`src/rtl/reg_write_arbiter.sv`:
```
// Register-file write arbiter: pipeline writes take priority, multi-cycle aux results
// wait in a 2-entry FIFO and stall the pipeline once they have been denied too long.
module reg_write_arbiter #(
    parameter int STARVE_LIMIT = 4
) (
    input  logic        clock,
    input  logic        reset,
    input  logic        pipe_write,
    input  logic [3:0]  pipe_write_index,
    input  logic [31:0] pipe_write_data,
    input  logic        pipe_write_immediate,
    input  logic [15:0] pipe_write_immediate_data,
    input  logic [1:0]  pipe_write_immediate_type,
    input  logic        aux_valid,
    input  logic [3:0]  aux_index,
    input  logic [31:0] aux_data,
    output logic        aux_ready,
    output logic        write,
    output logic [3:0]  write_index,
    output logic [31:0] write_data,
    output logic        write_immediate,
    output logic [15:0] write_immediate_data,
    output logic [1:0]  write_immediate_type,
    output logic        stall,
    output logic [15:0] pending_mask
);

    localparam logic [2:0] STARVE_LIM = 3'(STARVE_LIMIT);

    logic [1:0][3:0]  fifo_idx_q, fifo_idx_d;
    logic [1:0][31:0] fifo_data_q, fifo_data_d;
    logic [1:0]       count_q, count_d;
    logic [2:0]       starve_q, starve_d;

    logic        out_write_q, out_write_d;
    logic [3:0]  out_index_q, out_index_d;
    logic [31:0] out_data_q, out_data_d;
    logic        out_imm_q, out_imm_d;
    logic [15:0] out_imm_data_q, out_imm_data_d;
    logic [1:0]  out_imm_type_q, out_imm_type_d;

    logic        pipe_req;
    logic        accept;
    logic        aux_grant;
    logic        head_killed;
    logic [2:0]  cand_v;
    logic [2:0][3:0]  cand_idx;
    logic [2:0][31:0] cand_data;
    logic [1:0]  n_keep;

    always_comb begin
        pipe_req    = pipe_write | pipe_write_immediate;
        aux_ready   = (count_q != 2'd2);
        accept      = aux_valid & aux_ready;
        aux_grant   = !pipe_req && (count_q != 2'd0);
        head_killed = pipe_req && (count_q != 2'd0) && (fifo_idx_q[0] == pipe_write_index);

        // Candidate slots in age order: head, second entry, new offer.
        cand_v    = {accept, (count_q == 2'd2), (count_q != 2'd0) && !aux_grant};
        cand_idx  = {aux_index, fifo_idx_q[1], fifo_idx_q[0]};
        cand_data = {aux_data, fifo_data_q[1], fifo_data_q[0]};
        if (pipe_req) begin
            for (int i = 0; i < 3; i++) begin
                if (cand_idx[i] == pipe_write_index) begin
                    cand_v[i] = 1'b0;
                end
            end
        end

        fifo_idx_d  = fifo_idx_q;
        fifo_data_d = fifo_data_q;
        n_keep      = 2'd0;
        for (int i = 0; i < 3; i++) begin
            if (cand_v[i]) begin
                if (n_keep == 2'd0) begin
                    fifo_idx_d[0]  = cand_idx[i];
                    fifo_data_d[0] = cand_data[i];
                end else begin
                    fifo_idx_d[1]  = cand_idx[i];
                    fifo_data_d[1] = cand_data[i];
                end
                n_keep = n_keep + 2'd1;
            end
        end
        count_d = n_keep;

        if (aux_grant || head_killed || (count_d == 2'd0)) begin
            starve_d = 3'd0;
        end else if ((count_q != 2'd0) && (starve_q != 3'd7)) begin
            starve_d = starve_q + 3'd1;
        end else begin
            starve_d = starve_q;
        end

        stall = (starve_q >= STARVE_LIM);

        pending_mask = 16'h0000;
        if (count_q != 2'd0) begin
            pending_mask[fifo_idx_q[0]] = 1'b1;
        end
        if (count_q == 2'd2) begin
            pending_mask[fifo_idx_q[1]] = 1'b1;
        end
    end

    always_comb begin
        out_write_d    = 1'b0;
        out_imm_d      = 1'b0;
        out_index_d    = out_index_q;
        out_data_d     = out_data_q;
        out_imm_data_d = out_imm_data_q;
        out_imm_type_d = out_imm_type_q;
        if (pipe_req) begin
            out_write_d    = pipe_write;
            out_imm_d      = pipe_write_immediate;
            out_index_d    = pipe_write_index;
            out_data_d     = pipe_write_data;
            out_imm_data_d = pipe_write_immediate_data;
            out_imm_type_d = pipe_write_immediate_type;
        end else if (aux_grant) begin
            out_write_d = 1'b1;
            out_index_d = fifo_idx_q[0];
            out_data_d  = fifo_data_q[0];
        end
    end

    always_ff @(posedge clock) begin
        if (reset) begin
            fifo_idx_q     <= '0;
            fifo_data_q    <= '0;
            count_q        <= 2'd0;
            starve_q       <= 3'd0;
            out_write_q    <= 1'b0;
            out_index_q    <= 4'd0;
            out_data_q     <= 32'd0;
            out_imm_q      <= 1'b0;
            out_imm_data_q <= 16'd0;
            out_imm_type_q <= 2'd0;
        end else begin
            fifo_idx_q     <= fifo_idx_d;
            fifo_data_q    <= fifo_data_d;
            count_q        <= count_d;
            starve_q       <= starve_d;
            out_write_q    <= out_write_d;
            out_index_q    <= out_index_d;
            out_data_q     <= out_data_d;
            out_imm_q      <= out_imm_d;
            out_imm_data_q <= out_imm_data_d;
            out_imm_type_q <= out_imm_type_d;
        end
    end

    assign write                = out_write_q;
    assign write_index          = out_index_q;
    assign write_data           = out_data_q;
    assign write_immediate      = out_imm_q;
    assign write_immediate_data = out_imm_data_q;
    assign write_immediate_type = out_imm_type_q;

endmodule

```
`config.mk`:
```
export PLATFORM = sky130hd
export DESIGN_NAME = reg_write_arbiter
export DESIGN_NICKNAME = d
export VERILOG_FILES = /design/src/rtl/reg_write_arbiter.sv
export SDC_FILE = /design/constraint.sdc
export NUM_CORES = 1
export LEC_CHECK = 0
export CAP_MARGIN = 20
export CELL_PAD_IN_SITES_DETAIL_PLACEMENT = 2
export CELL_PAD_IN_SITES_GLOBAL_PLACEMENT = 2
export CORE_AREA = 2 2 179 137
export CTS_BUF_LIST = sky130_fd_sc_hd__clkbuf_4 sky130_fd_sc_hd__clkbuf_8
export CTS_CLUSTER_DIAMETER = 80
export DETAILED_ROUTE_END_ITERATION = 10
export DIE_AREA = 0 0 181 139
export PLACE_DENSITY = 0.87
export SLEW_MARGIN = 15
export SYNTH_ARGS = -nofsm -noshare
export SYNTH_HDL_FRONTEND = slang
export SYNTH_SLANG_ARGS = --single-unit
```
`constraint.sdc`:
```
create_clock -name clock -period 2.6 [get_ports clock]
set_input_delay 0.52 -clock clock [delete_from_list [all_inputs] [get_ports clock]]
set_output_delay 0.52 -clock clock [all_outputs]
set_load 0.02 [all_outputs]
```
After elaboration in Yosys (flattened, before gate mapping)
Index checks and enable logic that the tools add are counted.
- output and inout port bits: 74
- logic and storage cells: 77
- register bits after elaboration: 133
- input port bits: 95
- order comparisons: 5
- $add $sub $neg: 3
- equal/unequal tests: 6
- bitwise logic cells: 4
- reduce and logical (&&, ||, !) cells: 18
- muxes and demuxes: 29
- operator list (kind ; count):
    $mux W32 ; 6
    $mux W64 ; 1
    $mux W16 ; 2
    $mux W4 ; 6
    $or A16 B16 Y16 ; 1
    $eq A4 B4 Y1 ; 3
    $lt A4 B5 Y1 const B ; 2
    $demux W1 S4 ; 2
    $ge A4 B1 Y1 const B ; 2
    $mux W1 ; 8
    $mux W8 ; 1
    $logic_and A1 B1 Y1 ; 7
    $logic_not A2 Y1 ; 3
    $add A2 B1 Y2 const B ; 2
    $mux W2 ; 2
    $reduce_bool A2 Y1 ; 2
    $reduce_or A2 Y1 ; 2
    $add A3 B1 Y3 const B ; 1
    $ge A3 B3 Y1 const B ; 1
    $mux W3 ; 1
    $ne A3 B3 Y1 const B ; 1
    $eq A2 B2 Y1 const B ; 1
    $logic_not A1 Y1 ; 2
    $logic_or A1 B1 Y1 ; 2
    other kinds (4) ; 4

Logic depth before layout (Yosys ltp)
Gate-level depths: netlist of the first run.
- depth in word-level cells: 15
- mapped depth: 13
- gate-level depth less buffers: 9

Least setup slack after synthesis of the first run
OpenSTA, ideal clock, no wires.
- path type: input to register
- start point: input pipe_write_immediate
- end point: register fifo_data_q, in the netlist cand_data[19]
- slack: -0.041 ns
- arrival time: 2.568 ns
- cell stages on the path: 12
- library setup time: 0.073 ns
- path through: or2_1 buf_2 a31oi_2 clkbuf_1 inv_1 ha_1 a31oi_1 a21o_1 buf_2 clkbuf_1 nand4_1 o211ai_2
- word-level cells in the longest chain between the ends: 13
- elaborated cells between the ends (all ways): 16
- classes of those cells: add/sub: 1; mux: 8; bitwise: 1; reduce/logical: 6
- RTL lines (element ; line ; source):
    start, declared ; 11 ; input logic pipe_write_immediate,
    $or A1 B1 Y1 (*) ; 52 ; pipe_req = pipe_write | pipe_write_immediate;
    $logic_not A1 Y1 ; 55 ; aux_grant = !pipe_req && (count_q != 2'd0);
    $logic_and A1 B1 Y1 ; 55 ;
    $logic_not A1 Y1 ; 59 ; cand_v = {accept, (count_q == 2'd2), (count_q != 2'd0) && !aux_grant};
    $logic_and A1 B1 Y1 ; 59 ;
    $mux W1 ; 64 ; if (cand_idx[i] == pipe_write_index) begin
    $mux W3 (*) ; 62 ; if (pipe_req) begin
    $mux W1 ; 74 ; if (cand_v[i]) begin
    $add A2 B1 Y2 or $logic_not A2 Y1 (tied branches) ; 82, 75 ;
    $mux W2 or $mux W32 (tied branches) ; 74, 75 ;
    $logic_not A2 Y1 or $mux W32 (tied branches) ; 75, 74 ;
    $mux W32 ; 75 ; if (n_keep == 2'd0) begin
    $mux W64 (*) ; 74 ;
    end signal, assigned ; 141 ; fifo_data_q <= fifo_data_d;
    end, declared ; 31 ; logic [1:0][31:0] fifo_data_q, fifo_data_d;
Mark *: on every way between the ends. The rest lies on a longest branch, timed or not.
A chain may end at the register's enable or synchronous reset.

Worst setup path after layout of the first run
- start point: input pipe_write_index[3]
- end point: register fifo_data_q, in the netlist cand_data[26]
- word-level cells in the longest chain between the ends: 9
- elaborated cells between the ends (all ways): 16
- classes of those cells: add/sub: 1; eq/ne: 3; mux: 10; reduce/logical: 2
- RTL lines (element ; line ; source):
    start, declared ; 9 ; input logic [3:0] pipe_write_index,
    $eq A4 B4 Y1 ; 64 ;
    $mux W1 ; 64 ;
    $mux W3 (*) ; 62 ;
    $mux W1 ; 74 ;
    $add A2 B1 Y2 or $logic_not A2 Y1 (tied branches) ; 82, 75 ;
    $mux W2 or $mux W32 (tied branches) ; 74, 75 ;
    $logic_not A2 Y1 or $mux W32 (tied branches) ; 75, 74 ;
    $mux W32 ; 75 ;
    $mux W64 (*) ; 74 ;
Marked as above.

==> results of run 1 <==
per-layer routing:
layer | wire [µm] | vias to the layer above | track usage (%)
li1 | - | 2795 | -
met1 | 10460 | 2952 | 22.14
met2 | 10990 | 123 | 31.96
met3 | 845 | 19 | 3.782
met4 | 229 | 0 | 3.937
met5 | 0 | - | 0
power by group:
group | internal (mW) | leakage (nW) | switching (mW)
Combinational | 0.589 | 1.93 | 0.765
Sequential | 2.21 | 1.10 | 0.121
Clock | 1.15 | 0.228 | 0.883
Total | 3.95 | 3.26 | 1.77
cell usage after synthesis:
library cell / number
a31oi_2: 1
nand4_1: 36
a211o_1: 1
inv_2: 2
o32ai_1: 1
inv_1: 4
and2_1: 1
nand3_1: 3
buf_6: 9
or2_2: 6
o41ai_2: 1
buf_1: 4
o22ai_1: 15
nand2_1: 187
buf_2: 9
nand2b_1: 6
ha_1: 5
xnor2_1: 3
a311oi_1: 36
nor3_4: 1
clkbuf_1: 36
or2_1: 1
o211ai_2: 30
o211ai_1: 6
a2111oi_4: 1
buf_4: 3
a211oi_1: 1
a21o_1: 1
a21oi_1: 22
nor3_1: 2
dfxtp_1: 133
a31oi_1: 1
nor2_1: 84
o311ai_0: 1
nor2b_1: 2
xor2_1: 11
or3_1: 2
mux2i_1: 37
o21ai_0: 2
what timing repair did:
action,in CTS,in global routing
buffers inserted,0,2
endpoints found under the setup margin,16,45
cloned,0,2
resized for setup,20,28
registers in the layout, indices dropped and copies added (netlist names), 2 cells and up:
register	count
write_data	32
cand_data	64
write_index	4
starve_q	3
count_q	2
write_immediate_type	2
write_immediate_data	16
cand_idx	8
critical path: stages:
cell and delay [ns]:
clkdlybuf4s50_1 0.47, xor2_1 0.21, o41ai_2 0.34, nor2_1 0.14, inv_2 0.09, ha_2 0.22
inv_1 0.09, a2111oi_4 0.19, buf_4 0.20, buf_2 0.26, nand2_1 0.11, o211ai_2 0.07
how the worst min path moves through the flow:
stage,from,to,slack (ns),depth (start not counted)
2_1_floorplan,cand_data[27],cand_data[27],0.46,2
5_1_grt,write_immediate_data[11],write_immediate_data[11],0.49,2
3_5_place_dp,write_immediate_data[12],write_immediate_data[12],0.45,2
4_1_cts,write_immediate_data[6],write_immediate_data[6],0.46,2
6_report,write_immediate_data[12],write_immediate_data[12],0.46,2
3_3_place_gp,write_immediate_data[1],write_immediate_data[1],0.44,2
kinds of logic (layout without fill, tap and decap cells):
kind of cell | Yosys count | count (layout) | share of synthesized area [%]
AND/OR/NAND/NOR | 331 | 331 | 23.24
AO/OA/AOI/OAI | 120 | 120 | 17.53
XOR/XNOR | 14 | 14 | 2.040
flip-flops | 133 | 133 | 44.31
buffers and inverters | 67 | 250 | 5.684
adder cells (fa/ha/maj) | 5 | 5 | 1.041
multiplexers | 37 | 37 | 6.163
layout make-up:
class	instances	area share, %
clock buffer	21	3.338
clock inverter	11	1.980
inverter	6	0.2601
multi-input combinational	507	35.22
sequential	133	30.77
tap	306	4.422
timing repair buffer	212	24.02
==> summary.md, run 1 <==
| Metric | Value |
|---|---|
| Status | finished clean |
| DP Area | 8192 µm² |
| GRT Total Usage | between 10% and 20% |
| CTS H-tree depth | 4 |
| Count of pins over their slew limit | 0 |
| Area share of the largest cell type after synthesis | ~44% |
| Post-Place Cells | ~1,200 |
| Worst Path Max Fanout | 10 |
| Vias in the first global route | 6,477 |
| Mapped Cells | 707 |
| Via count | about 6,000 |
| Worst slew pin tran | approximately 0.50 ns |
| Layout area overhead | 44.08% |
| Clock latency at the later pin of the worst-skew pair | about 0.45 ns |
| Die X | ~180 µm |
| Root Driver | clkbuf_8 |
| Worst Setup EP | cand_data[26] |
| Routed Antenna Nets | 0 |
| Critical path required time | 2.98 ns |
| Share of cells above drive strength 1 | approximately 15% |
| Commonest cells after routing, fill and taps aside | nand2_1 (187), clkdlybuf4s50_1 (150), dfxtp_1 (132), nor2_1 (82), mux2i_1 (37) |
| Final WS setup | 0.05265 ns |
| Starting Density | between 20 and 30% |
| Startpoint Class | input pin |
| Synth area leaders | dfxtp_1 (44%), nand2_1 (12%), o211ai_2 (6.2%), mux2i_1 (6.2%), a311oi_1 (5.2%) |
| R2R cell count | 11 |
| Mapped Nets | 807 |
| Area of the multi-input gates | 3049 µm² |
| Synth area leader | dfxtp_1 |
| Drc violations | 0 |
| F_max | 0.3926 GHz |
| Synth cell types | 39 |
| Final Setup Violations | 0 |
| Die area | around 25,000 µm² |
| CTS tree | yes |
| Drt total wl | ~23 mm |
| FF-to-FF Start | cand_idx[0] |
| Commonest non-fill, non-tap cell in the layout | nand2_1 |
| R2R setup slack | about 0.17 ns |
| Sink Count | 133 |
| Routed len/inst | around 19 µm |
| Max-Slew Margin vs Limit | roughly two thirds |
| Setup TNS | 0 ns |
| Post-DP HPWL | 15.65 mm |
| Max clock buf depth | 2 |
| Clk_skew | ~0.015 ns |
| Gpl congestion | 0.7963 |
| Dpl ws | -0.4336 ns |
| First-pass DRT Iterations | 4 |
| CTS buffer count | 17 |
| Seq. cell area | 2664 µm² |
| Final period util | between 90% and 100% |
| Type of the most critical hold path | reg2reg |
| Largest net degree at the start of global routing | 71 |
| Non-filler cells, final | 1,196 |
| Number of vias per cell | 4.924 |
| 1st-iter DRT viols | approximately 210 |
| Port Buffers | between 150 and 200 |
| Mapped Avg Cell Area | 8.500 µm² |
| Synth Warn # | 0 |
| Worst R2R End | cand_data[26] |
| Final Hold Viols | 0 |
| Worst EP arrival | between 2 and 3 ns |
| Clock transition at path regs | about 0.08 ns |
| Fin nets | approximately 980 |
| CP Class | in2reg |
| Row count | 49 |
| Die Ht | 139 µm |
| Diode count | 0 |
| Min Hold Slack | between 0.4 and 0.5 ns |
| Final min period | 2.547 ns |
| Power consumption | about 5.7 mW |
| P per Cell Area | around 660 nW/µm² |
| Critical Path End Type | flop |
| VDD IR-drop max | roughly 0.30 mV |
| First-pass GRT wire length | 35.67 mm |
| Initial antenna violation count | 0 |
| CP Launch Point | pipe_write_index[3] |
| Mapped cell area | between 6000 and 7000 µm² |
| Count of hold-fix buffers inserted at cts | 0 |
| Fin area | about 8700 µm² |
| Max-cap violation count | 0 |
| Core Util, Final | roughly 37% |
| Core box area | ~24,000 µm² |
| Filler cells | roughly 2,700 |
| #FFs+latches synth | between 100 and 150 |
| Leak | around 3.3 nW |
| GRT overflow | 0 |
| IO Count | 169 |
| Sequential area share after synthesis | 44.31% |
(Power assumes the default switching activity.)
==> run 2: changes to the inputs <==
--- a/config.mk
+++ b/config.mk
@@ -10,7 +10,7 @@
 export CELL_PAD_IN_SITES_GLOBAL_PLACEMENT = 2
 export CORE_AREA = 2 2 179 137
 export CTS_BUF_LIST = sky130_fd_sc_hd__clkbuf_4 sky130_fd_sc_hd__clkbuf_8
-export CTS_CLUSTER_DIAMETER = 80
+export CTS_CLUSTER_DIAMETER = 40
 export DETAILED_ROUTE_END_ITERATION = 10
 export DIE_AREA = 0 0 181 139
 export PLACE_DENSITY = 0.87
==> results of run 2 <==
No change in the layout: final DEF, timing and power equal those of run 1.
